**src/rtl/cla_pkg.sv**
```systemverilog
// cla_pkg: default sizes, group-count helper and group-vector type for cla_pipe_adder
package cla_pkg;
    localparam int WIDTH_DEF = 16;
    localparam int GW_DEF = 4;
    function automatic int ng(input int width, input int gw);
        return width / gw;
    endfunction
    localparam int NG_DEF = ng(WIDTH_DEF, GW_DEF);
    typedef logic [NG_DEF-1:0] grp_vec_t;
endpackage

```
**src/rtl/cla_group_pg.sv**
```systemverilog
// cla_group_pg: bit p/g of one group plus group generate (no carry-in) and group propagate
module cla_group_pg
    import cla_pkg::*;
#(
    parameter int GW = GW_DEF
) (
    input  logic [GW:1] a,
    input  logic [GW:1] b,
    output logic [GW:1] p,
    output logic [GW:1] g,
    output logic        gg,
    output logic        gp
);
    logic [GW:1] chain;
    assign p  = a ^ b;
    assign g  = a & b;
    assign gp = &p;
    assign gg = chain[GW];
    // ripple the generate from the group LSB upward assuming no carry enters the group
    always_comb begin
        chain = '0;
        chain[1] = g[1];
        for (int f = 2; f <= GW; f++) chain[f] = g[f] | (p[f] & chain[f-1]);
    end
endmodule

```
**src/rtl/cla_pipe_adder.sv**
```systemverilog
// cla_pipe_adder: 3-stage pipelined carry-lookahead adder with valid/ready on both sides.
// Define CLA_APPROX_CARRY_EN for truncated group-carry lookahead (approximate result).
module cla_pipe_adder
    import cla_pkg::*;
#(
    parameter int WIDTH = WIDTH_DEF,
    parameter int GW = GW_DEF
) (
    input  logic             clk,
    input  logic             rst,
    input  logic             in_valid,
    output logic             in_ready,
    input  logic [WIDTH:1]   a,
    input  logic [WIDTH:1]   b,
    input  logic             cin,
    output logic             out_valid,
    input  logic             out_ready,
    output logic [WIDTH:1]   sum,
    output logic             cout
);
    localparam int NG = ng(WIDTH, GW);

    logic           v1, v2, v3, r1, r2, r3;
    logic [WIDTH:1] p1, g1, s1_p, s1_g, s2_p, s2_g, cy;
    logic [NG-1:0]  gg1, gp1, s1_gg, s1_gp;
    logic [NG:0]    c, s2_c;
    logic           s1_cin;

    assign r3        = !v3 || out_ready;
    assign r2        = !v2 || r3;
    assign r1        = !v1 || r2;
    assign in_ready  = r1;
    assign out_valid = v3;

    for (genvar k = 0; k < NG; k++) begin : g_grp
        cla_group_pg #(.GW(GW)) u_pg (
            .a  (a[k*GW+GW:k*GW+1]),
            .b  (b[k*GW+GW:k*GW+1]),
            .p  (p1[k*GW+GW:k*GW+1]),
            .g  (g1[k*GW+GW:k*GW+1]),
            .gg (gg1[k]),
            .gp (gp1[k])
        );
    end

    // group carries from registered GG/GP; approximate build drops the GP chain except at cout
    always_comb begin
        c = '0;
        c[0] = s1_cin;
        for (int k = 1; k <= NG; k++)
`ifdef CLA_APPROX_CARRY_EN
            c[k] = (k == NG) ? (s1_gg[k-1] | (s1_gp[k-1] & c[k-1])) : s1_gg[k-1];
`else
            c[k] = s1_gg[k-1] | (s1_gp[k-1] & c[k-1]);
`endif
    end

    // bit carries rippled inside each group starting from that group's carry-in
    always_comb begin
        cy = '0;
        for (int k = 0; k < NG; k++) begin
            cy[k*GW+1] = s2_c[k];
            for (int j = 2; j <= GW; j++)
                cy[k*GW+j] = s2_g[k*GW+j-1] | (s2_p[k*GW+j-1] & cy[k*GW+j-1]);
        end
    end

    // stage 1: capture bit p/g, group GG/GP and carry-in
    always_ff @(posedge clk or posedge rst) begin
        if (rst) begin
            v1 <= 1'b0;
            s1_p <= '0;
            s1_g <= '0;
            s1_gg <= '0;
            s1_gp <= '0;
            s1_cin <= 1'b0;
        end else begin
            if (r1) v1 <= in_valid;
            if (r1 && in_valid) begin
                s1_p <= p1;
                s1_g <= g1;
                s1_gg <= gg1;
                s1_gp <= gp1;
                s1_cin <= cin;
            end
        end
    end

    // stage 2: capture resolved group carries with bit p/g carried forward
    always_ff @(posedge clk or posedge rst) begin
        if (rst) begin
            v2 <= 1'b0;
            s2_p <= '0;
            s2_g <= '0;
            s2_c <= '0;
        end else begin
            if (r2) v2 <= v1;
            if (r2 && v1) begin
                s2_p <= s1_p;
                s2_g <= s1_g;
                s2_c <= c;
            end
        end
    end

    // stage 3: form the sum and carry-out, held while downstream stalls
    always_ff @(posedge clk or posedge rst) begin
        if (rst) begin
            v3 <= 1'b0;
            sum <= '0;
            cout <= 1'b0;
        end else begin
            if (r3) v3 <= v2;
            if (r3 && v2) begin
                sum <= s2_p ^ cy;
                cout <= s2_c[NG];
            end
        end
    end
endmodule

```
**config.mk**
```make
export PLATFORM = sky130hd
export DESIGN_NAME = cla_pipe_adder
export DESIGN_NICKNAME = d
export VERILOG_FILES = /design/src/rtl/cla_pkg.sv /design/src/rtl/cla_group_pg.sv /design/src/rtl/cla_pipe_adder.sv
export SDC_FILE = /design/constraint.sdc
export NUM_CORES = 1
export LEC_CHECK = 0
export BUFFER_PORTS_ARGS = -buffer_cell sky130_fd_sc_hd__buf_2
export CAP_MARGIN = 5
export CORE_ASPECT_RATIO = 0.9
export CORE_MARGIN = 4
export CORE_UTILIZATION = 45
export DETAILED_ROUTE_END_ITERATION = 12
export PLACE_DENSITY = 0.74
export SYNTH_ARGS = -nofsm -noshare
export SYNTH_HDL_FRONTEND = slang
export SYNTH_HIERARCHICAL = 1
export SYNTH_SLANG_ARGS = --single-unit
```
**constraint.sdc**
```tcl
create_clock -name clk -period 4.35 [get_ports clk]
set_input_delay 0.435 -clock clk [delete_from_list [all_inputs] [get_ports clk]]
set_output_delay 0.435 -clock clk [all_outputs]
set_load 0.1 [all_outputs]
```
-- Word level (Yosys, flattened, before mapping)
Index checks and enable logic that the tools add are counted.
- reduce and logical (&&, ||, !) cells: 13
- bitwise gates (word level): 65
- operators with widths (kind ; number):
    AND 1 bit ; 28
    OR 1 bit ; 28
    AND 4 bit ; 4
    AND reduction 4 bit ; 4
    XOR 16 bit ; 1
    XOR 4 bit ; 4
    logical AND 1 bit ; 3
    zero test 1 bit ; 3
    logical OR 1 bit ; 3
- register bits: 96
- input port bits: 37
- output and inout port bits: 19
- word-level logic and storage cells: 91

-- Logic depth before layout (Yosys ltp)
Gate-level depths: netlist of the first run.
- depth after elaboration: 8
- mapped depth: 8
- depth with buffers taken out: 8

-- Hierarchy
Netlist of the first run, hierarchy kept.
- by module, submodules not included (module ; instances ; area each (µm²) ; cells an instance ; seq. area each (µm²)):
    cla_pipe_adder ; 1 ; 3676.0 ; 235 ; 2252.2
    cla_group_pg ; 4 ; 76.3 ; 10 ; 0.0

-- Worst setup path after synthesis of the first run
OpenSTA, ideal clock, no wires.
- kind: flip-flop to flip-flop
- start: reg v3, in the netlist out_valid
- end: reg s1_cin
- library setup time: 0.125 ns
- data arrival time: 2.418 ns
- data required time: 4.225 ns
- setup slack: 1.807 ns
- cell stages (with the launch flop): 5
- buffers on the path: 1
- period minus slack after synthesis: 2.543 ns
- path through: dfrtp_1 -> nand4b_4 -> nand2_8 -> clkbuf_8 -> mux2_2
- word-level cells in the longest chain between the ends: 5
- RTL lines (item ; RTL line ; text):
    start: declaration ; cla_pipe_adder.sv:23 ; logic v1, v2, v3, r1, r2, r3;
    start signal: assignment ; cla_pipe_adder.sv:113 ; if (r3) v3 <= v2;
    zero test 1 bit ; cla_pipe_adder.sv:29 ; assign r3 = !v3 || out_ready;
    logical OR 1 bit ; cla_pipe_adder.sv:29 ;
    logical OR 1 bit ; cla_pipe_adder.sv:30 ; assign r2 = !v2 || r3;
    logical OR 1 bit ; cla_pipe_adder.sv:31 ; assign r1 = !v1 || r2;
    via in_ready ; cla_pipe_adder.sv:12 ; output logic in_ready,
    logical AND 1 bit ; cla_pipe_adder.sv:79 ; if (r1 && in_valid) begin
    end signal: assignment ; cla_pipe_adder.sv:84 ; s1_cin <= cin;
    end: declaration ; cla_pipe_adder.sv:27 ; logic s1_cin;
The timed path passes the listed nets, and every way through them passes these cells.
A chain may end at the register's enable or synchronous reset.

-- Final worst setup path of the first run
- start: reg s2_p[9] in the netlist's numbering
- end: reg sum[12] in the netlist's numbering
- word-level cells in the longest chain between the ends: 7
- RTL lines (item ; RTL line ; text):
    start: declaration ; cla_pipe_adder.sv:24 ; logic [WIDTH:1] p1, g1, s1_p, s1_g, s2_p, s2_g, cy;
    start signal: assignment ; cla_pipe_adder.sv:99 ; s2_p <= s1_p;
    AND 1 bit ; cla_pipe_adder.sv:64 ; cy[k*GW+j] = s2_g[k*GW+j-1] | (s2_p[k*GW+j-1] & cy[k*GW+j-1]);
    OR 1 bit ; cla_pipe_adder.sv:64 ;
    AND 1 bit ; cla_pipe_adder.sv:64 ;
    OR 1 bit ; cla_pipe_adder.sv:64 ;
    AND 1 bit ; cla_pipe_adder.sv:64 ;
    OR 1 bit ; cla_pipe_adder.sv:64 ;
    XOR 16 bit ; cla_pipe_adder.sv:115 ; sum <= s2_p ^ cy;
    end signal: assignment ; cla_pipe_adder.sv:115 ;
    end: declaration ; cla_pipe_adder.sv:18 ; output logic [WIDTH:1] sum,
Every way passes these cells.

==> run_results.csv, run 1 <==
group,metric,value,unit
synth,synth.largest_area_cell,"dfrtp_1",
synth,syn-num-nets,340,
worst_setup_path,worstPathMaxFanout,2,
placement,post-place-ws,2.37,ns
synth,synth_top_family_by_area,"multiplexers",
final_layout,final_net_count,399,
timing,setup_viol,0,
synth,synth.most_common_cell,"dfrtp_1",
final_layout,drive_gt1_frac,0.487,
grt,grt_overflow,0,
power_and_ir_drop,p_leak,2.18,nW
route,drtIter0Drc,37,
synth,synth-edff-count,0,
synth,synthTopCellsByArea,"dfrtp_1, mux2_2, ha_1",
placement,hpwlAfterDp,4710,um
cts,clock_sinks,90,
final_layout,fin_util,0.529,
cts,cts_resized,0,
power_and_ir_drop,power_density,652,mW/mm^2
grt,grt_max_degree,48,
power_and_ir_drop,intPower,1.72,mW
timing,max_slew_margin,0.374,
cts,hold_buffers,0,
synth,synthSimpleGateAreaFrac,0.0572,
die,start_util,0.462,
worst_setup_path,cp-end-kind,"flop",
cts,htreeDepth,3,
timing,slew_violations,0,
timing,final.min_clock_period,1.97,ns
timing,worstMarginPinSlew,0.936,ns
final_layout,fill_cells,739,
synth,ys_seq_area_frac,0.566,
final_layout,syn_to_final_growth,14.5,%
power_and_ir_drop,irDropWorstVdd,0.000259,V
power_and_ir_drop,pwr-share-comb,0.394,
worst_setup_path,r2r_cells,8,
synth,synth.distinct_cells,25,
route,finalWirelength,6610,um
die,core_area,0.00861,mm^2
route,vias,2254,
timing,grt_setup_unrepaired,"false",
placement,io_buffers,55,
cts,post-cts-setup-buffers,0,
outcome,status,"completed",
worst_setup_path,crit_type,"reg2reg",
synth,synthFlopType,"dfrtp_1",
die,io_pins,56,
worst_setup_path,cp-start-kind,"flop",
synth,synthMuxAreaShare,0.229,
synth,yosysWarnings,6,
route,drc_errors,0,
die,die_h,97.2,um
timing,hold_viol,0,
synth,syn_area,0.00398,mm^2
timing,setup_ws,2.38,ns
power_and_ir_drop,clock_power_share,0.211,
route,wl_per_cell,14.4,um
grt,grt_pass1_wl,11600,um
timing,clock_skew,0.00708,ns
synth,yosys-top-cells-count,"dfrtp_1, mux2_2, ha_1, nand2_1, a21oi_1",
die,dieArea,0.0104,mm^2
grt,grt_pass1_vias,2413,
synth,ys_seq_elements,90,
worst_setup_path,worst-endpoint-arrival,2.17,ns
synth,synth_compound_area_frac,0.0305,
synth,synth.avg_cell_area,14.5,um^2
timing,hold_slack,0.178,ns
cts,clock_latency,0.35,ns
route,dr.pass1.iters,4,
die,row_count,32,
synth,synth_xor_area_frac,0.00880,
worst_setup_path,worst_ep_required_time,4.54,ns
timing,finalSetupTns,0,ns
run,cap_violations,0,
grt,grt.total_usage,0.141,
cts,root_buffer,"clkbuf_8",
synth,yosysTopAreaCellShare,0.566,
route,ant_nets,0,
synth,synth_fa_ha_area_frac,0.0880,
cts,path_clk_slew,0.09,ns
cts,cts_tree,"yes",
cts,cts_buffers,9,
timing,fmax,0.507,GHz
cts,clockBufferDepth,2,
final_layout,insertedDiodeCount,0,
min_path,min_path_type,"in2async",
timing,period_share,0.454,
power_and_ir_drop,p_sw_frac,0.420,
die,die_w,107,um
synth,syn_inst,275,
placement,gp_congestion,0.689,
grt,antenna_found_initial,0,
power_and_ir_drop,seqPwrFrac,0.395,
synth,async_flop_share,1.00,
power_and_ir_drop,power.net_switching,1.25,mW
route,viasPerCell,4.92,
-- cell usage in the layout, fill, tap and decap left out, drive strengths merged --
cell and instances:
nand2b 2, o21ai 11, clkinvlp 1, or2b 2
nand3 1, inv 3, ha 28, clkinv 2
xor2 4, nand3b 1, nand4b 1, buf 56
mux2i 1, a31oi 1, nand2 17, a21o 2
bufinv 2, clkbuf 9, mux2 80, a21oi 9
dfrtp 90, nor2 8, or2 8
-- power groups by stage --
stage | sequential (mW) | clock (mW) | combinational [mW]
2_1_floorplan | 1.76 | 0 | 0.401
3_3_place_gp | 1.18 | 0 | 1.17
3_5_place_dp | 1.19 | 0 | 1.19
4_1_cts | 1.18 | 0.654 | 1.19
5_1_grt | 1.20 | 0.690 | 1.26
6_report | 1.17 | 0.627 | 1.17
-- cell type report --
class	count	area, um^2	area share
Clock inverter	7	98.8	0.0217
Tap cell	119	149	0.0327
Clock buffer	9	124	0.0272
Timing Repair Buffer	56	283	0.0621
Multi-Input combinational cell	176	1650	0.361
Sequential cell	90	2250	0.494
Inverter	1	5.00	0.00110
-- per-stage QoR --
step	power (mW)	std cells	cell area [um^2]
5_1_grt	3.15	458	4560
3_3_place_gp	2.35	442	4330
3_5_place_dp	2.38	442	4330
6_report	2.97	458	4560
2_1_floorplan	2.16	275	3980
4_1_cts	3.02	458	4560
-- cell families after synthesis --
family | after synthesis
DFF | 90
muxes | 81
adders and majority gates | 28
xor gates and xnor gates | 4
buffers and inverters | 9
and+or+nand+nor | 40
AOI/OAI and AO/OA | 23
-- metal layers --
layer / part of all wire / up-vias / global-route usage
met3: 0.049 / 9 / 0.0452
met5: 0 / - / 0
met2: 0.50 / 41 / 0.229
met1: 0.44 / 1115 / 0.179
li1: - / 1089 / -
met4: 0.013 / 0 / 0.0413
-- final timing paths --
check / start / end / slack, ns
min in group clk: cin / s1_cin$_DFFE_PP0P_ / 0.32
worst min-delay path: rst / sum[2]$_DFFE_PP0P_ / 0.18
worst max register to register: s2_p[9]$_DFFE_PP0P_ / sum[12]$_DFFE_PP0P_ / 2.38
worst max-delay path: s2_p[9]$_DFFE_PP0P_ / sum[12]$_DFFE_PP0P_ / 2.38
worst min register to register: sum[4]$_DFFE_PP0P_ / sum[4]$_DFFE_PP0P_ / 0.49
max in group asynchronous: rst / s1_gp[2]$_DFFE_PP0P_ / 3.11
-- sequential cells by signal, indices dropped and copies added (netlist names) --
register   count
v2             1
s2_c           5
out_valid      1
s2_p          16
s1_cin         1
s1_p          16
s1_gg          4
s2_g          12
cout           1
s1_gp          4
sum           16
v1             1
s1_g          12
-- critical path, cell delays in order, from the launching register on --
cell     delay (ns)
dfrtp_1        0.39
ha_1           0.19
or2_2          0.27
ha_1           0.17
or2_2          0.27
ha_1           0.18
nor2_1         0.11
xor2_1         0.15
o21ai_0        0.08
Power figures use the tool's default switching activity.
==> run 2, diff against run 1 <==
--- a/config.mk
+++ b/config.mk
@@ -11,7 +11,7 @@
 export CORE_MARGIN = 4
 export CORE_UTILIZATION = 45
 export DETAILED_ROUTE_END_ITERATION = 12
-export PLACE_DENSITY = 0.74
+export PLACE_DENSITY = 0.77
 export SYNTH_ARGS = -nofsm -noshare
 export SYNTH_HDL_FRONTEND = slang
 export SYNTH_HIERARCHICAL = 1
==> constraint.sdc (replaced) <==
create_clock -name clk -period 1.8 [get_ports clk]
set_input_delay 0.18 -clock clk [delete_from_list [all_inputs] [get_ports clk]]
set_output_delay 0.18 -clock clk [all_outputs]
set_load 0.1 [all_outputs]
==> run_results.csv, run 2 (synthesis results as in run 1) <==
group,metric,value,unit
route,finalWirelength,6810,um
final_layout,drive_gt1_frac,0.543,
grt,antenna_found_initial,0,
timing,period_share,0.993,
timing,setup_ws,0.0127,ns
route,viasPerCell,4.91,
die,die_h,97.2,um
worst_setup_path,crit_type,"reg2reg",
cts,clock_sinks,90,
placement,hpwlAfterDp,4700,um
route,drtIter0Drc,40,
timing,hold_viol,0,
grt,grt_max_degree,91,
route,dr.pass1.iters,3,
timing,final.min_clock_period,1.79,ns
timing,max_slew_margin,0.677,
outcome,status,"completed",
grt,grt_pass1_wl,11700,um
timing,slew_violations,0,
worst_setup_path,worst-endpoint-arrival,2.03,ns
die,dieArea,0.0104,mm^2
die,start_util,0.462,
die,die_w,107,um
min_path,min_path_type,"in2reg",
timing,setup_viol,0,
final_layout,fin_util,0.569,
power_and_ir_drop,irDropWorstVdd,0.000775,V
worst_setup_path,cp-start-kind,"flop",
route,wl_per_cell,14.6,um
cts,clock_latency,0.35,ns
grt,grt_overflow,0,
worst_setup_path,worstPathCellList,"ha_2 > or2_4 > ha_4 > or2_4 > ha_4 > mux2_4",
cts,cts_buffers,9,
route,vias,2285,
grt,grt_pass1_vias,2420,
final_layout,syn_to_final_growth,23.0,%
worst_setup_path,crit_path_max_incr_delay,0.40,ns
final_layout,insertedDiodeCount,0,
final_layout,layout.cells.non_filler,465,
timing,grt_setup_unrepaired,"true",
worst_setup_path,worstPathMaxFanout,2,
die,row_count,32,
route,drc_errors,0,
route,ant_nets,0,
placement,io_buffers,55,
cts,clockBufferDepth,2,
final_layout,finalInstanceArea,0.00490,mm^2
timing,fmax,0.560,GHz
power_and_ir_drop,finalPower,7.98,mW
run,cap_violations,0,
final_layout,final_net_count,407,
timing,finalSetupTns,0,ns
timing,worstMarginPinSlew,0.488,ns
worst_setup_path,worst_ep_required_time,2.04,ns
worst_setup_path,cp_top_family,"adder cells",
cts,root_buffer,"clkbuf_8",
placement,post-place-ws,-0.0625,ns
worst_setup_path,critPathSlowestCell,"dfrtp_1",
worst_setup_path,cp-end-kind,"flop",
placement,dpl-instance-area,0.00445,mm^2
cts,htreeDepth,3,
placement,gp_congestion,0.690,
final_layout,final_cell_mix,"dfrtp_1, mux2_2, buf_2",
cts,cts_tree,"yes",
die,core_area,0.00861,mm^2
cts,path_clk_slew,0.08,ns
timing,hold_slack,0.0602,ns
die,io_pins,56,
final_layout,final_common_cell,"dfrtp_1",
power_and_ir_drop,power_density,1630,mW/mm^2
grt,grt.total_usage,0.142,
power_and_ir_drop,p_leak,2.28,nW
final_layout,reg_top3,"s1_p (16), s2_p (16), sum (16)",
placement,dp_cells,444,
timing,clock_skew,0.0117,ns
worst_setup_path,crit_buf_inv,0,
run 2: cell types whose count changed in the layout (fill, tap and decap cells not counted), sizes merged:
| cell | delta |
|---|---|
| clkinv | -2 |
| dlygate4sd3 | +1 |
| buf | +7 |
| clkbuf | +1 |
| inv | -3 |
| bufinv | +3 |
run 2: what timing repair did:
item,4_1_cts,5_1_grt
cloned,0,0
hold endpoints to repair,90,0
hold buffers,1,0
pin swaps,9,13
endpoints found under the setup margin,8,8
buffers inserted,3,2
gates resized for setup,12,8
run 2: per-layer routing:
metal / wire length, um / vias up / GRT usage
li1: - / 1105 / -
met1: 3090 / 1131 / 0.188
met2: 3370 / 42 / 0.222
met3: 292 / 7 / 0.0425
met4: 53 / 0 / 0.0501
met5: 0 / - / 0
run 2: cell type report:
cell class	instances	area, um^2
Clock buffer	10	138
Clock inverter	5	150
Fill cell	727	3710
Inverter	1	7.51
Multi-Input combinational cell	176	1830
Sequential cell	90	2250
Tap cell	119	149
Timing Repair Buffer	64	370
run 2: worst paths after layout:
check | from | endpoint | slack [ns] | depth (start not counted)
min reg2reg | sum[4]$_DFFE_PP0P_ | sum[4]$_DFFE_PP0P_ | 0.48 | 2
min | cin | s1_cin$_DFFE_PP0P_ | 0.06 | 2
max in group asynchronous | rst | s2_g[1]$_DFFE_PP0P_ | 0.95 | 4
max reg2reg | s2_c[2]$_DFFE_PP0P_ | sum[11]$_DFFE_PP0P_ | 0.01 | 6
min in group asynchronous | rst | s1_g[11]$_DFFE_PP0P_ | 0.50 | 4
max | s2_c[2]$_DFFE_PP0P_ | sum[11]$_DFFE_PP0P_ | 0.01 | 6
run 2: power breakdown:
part | switching, mW | internal, mW
Sequential | 0.326 | 2.57
Clock | 0.680 | 1.23
Combinational | 2.11 | 1.07
==> run 3, diff against run 2 <==
--- a/config.mk
+++ b/config.mk
@@ -9,9 +9,9 @@
 export CAP_MARGIN = 5
 export CORE_ASPECT_RATIO = 0.9
 export CORE_MARGIN = 4
-export CORE_UTILIZATION = 45
+export CORE_UTILIZATION = 40
 export DETAILED_ROUTE_END_ITERATION = 12
-export PLACE_DENSITY = 0.77
+export PLACE_DENSITY = 0.7
 export SYNTH_ARGS = -nofsm -noshare
 export SYNTH_HDL_FRONTEND = slang
 export SYNTH_HIERARCHICAL = 1
==> run_results.csv, run 3 (synthesis results as in run 1) <==
group,metric,value,unit
outcome,status,"finished, violations left",
outcome,violations,"setup timing",
cts,clock_latency,0.35,ns
power_and_ir_drop,irDropWorstVdd,0.000697,V
timing,grt_setup_unrepaired,"true",
worst_setup_path,crit_type,"reg2reg",
run,cap_violations,0,
min_path,hold-path-cell-count,2,
worst_setup_path,critPathSlowestCell,"dfrtp_1",
route,viasPerCell,4.91,
route,drc_errors,0,
timing,hold_viol,0,
timing,slew_violations,0,
worst_setup_path,reg2reg_to,"sum[11]$_DFFE_PP0P_",
cts,path_clk_slew,0.08,ns
worst_setup_path,worst-endpoint-arrival,2.04,ns
die,io_pins,56,
route,ant_nets,0,
final_layout,layout.cells.non_filler,470,
min_path,min_path_type,"in2reg",
worst_setup_path,crit_path_max_incr_delay,0.40,ns
grt,grt_max_degree,91,
final_layout,reg_top3,"s1_p (16), s2_p (16), sum (16)",
cts,htreeDepth,3,
placement,io_buffers,55,
timing,final.min_clock_period,1.80,ns
final_layout,final_common_cell,"dfrtp_1",
final_layout,insertedDiodeCount,0,
placement,dpl-instance-area,0.00446,mm^2
final_layout,final_cell_mix,"dfrtp_1, mux2_2, buf_2",
worst_setup_path,cp_top_family,"adder cells",
min_path,worstHoldStart,"cin",
route,drtIter0Drc,62,
cts,root_buffer,"clkbuf_8",
worst_setup_path,crit_buf_inv,0,
route,finalWirelength,7060,um
grt,grt.total_usage,0.134,
worst_setup_path,worstPathMaxFanout,2,
route,vias,2308,
timing,setup_viol,1,
final_layout,syn_to_final_growth,20.5,%
timing,setup_ws,-0.000402,ns
die,start_util,0.410,
worst_setup_path,crit_start,"s2_p[9]$_DFFE_PP0P_",
final_layout,drive_gt1_frac,0.538,
die,dieArea,0.0116,mm^2
route,dr.pass1.iters,4,
placement,hpwlAfterDp,4770,um
timing,finalSetupTns,-0.000402,ns
timing,fmax,0.555,GHz
timing,max_slew_margin,0.672,
grt,grt_pass1_vias,2491,
cts,clock_sinks,90,
grt,grt_overflow,0,
worst_setup_path,worstReg2RegStart,"s2_p[9]$_DFFE_PP0P_",
power_and_ir_drop,p_leak,2.22,nW
worst_setup_path,worstPathCellList,"ha_2 > or2_4 > ha_4 > or2_4 > ha_4 > mux2_4",
min_path,min_to,"s1_cin$_DFFE_PP0P_",
timing,hold_slack,0.0915,ns
final_layout,final_net_count,405,
die,row_count,34,
power_and_ir_drop,power_density,1550,mW/mm^2
worst_setup_path,r2r_cells,6,
cts,clockBufferDepth,2,
worst_setup_path,cp-end-kind,"flop",
final_layout,finalInstanceArea,0.00480,mm^2
cts,cts_buffers,9,
worst_setup_path,regToRegSetupSlack,-0.0004,ns
timing,worstMarginPinSlew,0.492,ns
worst_setup_path,cp-start-kind,"flop",
die,core_area,0.00970,mm^2
timing,period_share,1.00,
placement,dp_cells,452,
grt,grt_pass1_wl,12100,um
worst_setup_path,worst_ep_required_time,2.04,ns
die,die_w,113,um
die,die_h,103,um
grt,antenna_found_initial,0,
route,wl_per_cell,15.0,um
timing,clock_skew,0.00966,ns
placement,gp_congestion,0.718,
cts,cts_tree,"yes",
-- run 3: cell count changes in the layout (fill, tap and decap cells not counted), sizes merged --
cell | before | now
buf | 63 | 61
bufinv | 5 | 1
clkbuf | 10 | 11
clkinvlp | 1 | 4
-- run 3: power by group --
group          total, mW  switching (mW)  internal, mW
clock               1.35           0.679         0.672
combinational       3.17            2.11          1.06
sequential          2.90           0.338          2.57
-- run 3: area by class of cell --
cell class | instances | area [um^2]
Clock buffer | 11 | 141
Clock inverter | 4 | 52.6
Fill cell | 865 | 4900
Inverter | 1 | 7.51
Multi-Input combinational cell | 176 | 1830
Sequential cell | 90 | 2250
Tap cell | 126 | 158
Timing Repair Buffer | 62 | 355
-- run 3: per-layer routing --
metal | global-route usage | vias to the layer above | share of wire
met4 | 0.0333 | 0 | 0.010
met5 | 0 | - | 0
met3 | 0.0493 | 11 | 0.055
met1 | 0.171 | 1150 | 0.46
li1 | - | 1104 | -
met2 | 0.217 | 43 | 0.47
-- run 3: how the worst max path moves through the flow --
stage | end | cells after the start
floorplan | s1_cin$_DFFE_PP0P_ | 4
global placement | sum[15]$_DFFE_PP0P_ | 6
detailed placement | sum[11]$_DFFE_PP0P_ | 6
CTS | sum[11]$_DFFE_PP0P_ | 6
global route | sum[7]$_DFFE_PP0P_ | 6
finish | sum[11]$_DFFE_PP0P_ | 6
-- run 3: repair_timing --
action                                 in CTS  in global routing
pin swaps                                   8                 14
buffers inserted                            0                  2
hold buffers                                1                  0
setup endpoints to repair                   8                  8
endpoints found under the hold margin      90                  0
resized for setup                          11                  8
-- run 3: per-stage QoR --
step	utilization	power (mW)	setup slack (ns)
final	0.495	7.43	-0.000402
after global routing	0.495	7.85	-0.0513
after CTS	0.489	7.41	-0.0312
after detailed placement	0.460	5.92	-0.0676
after global placement	0.460	5.83	-0.00545
after floorplan	-	5.34	-0.281
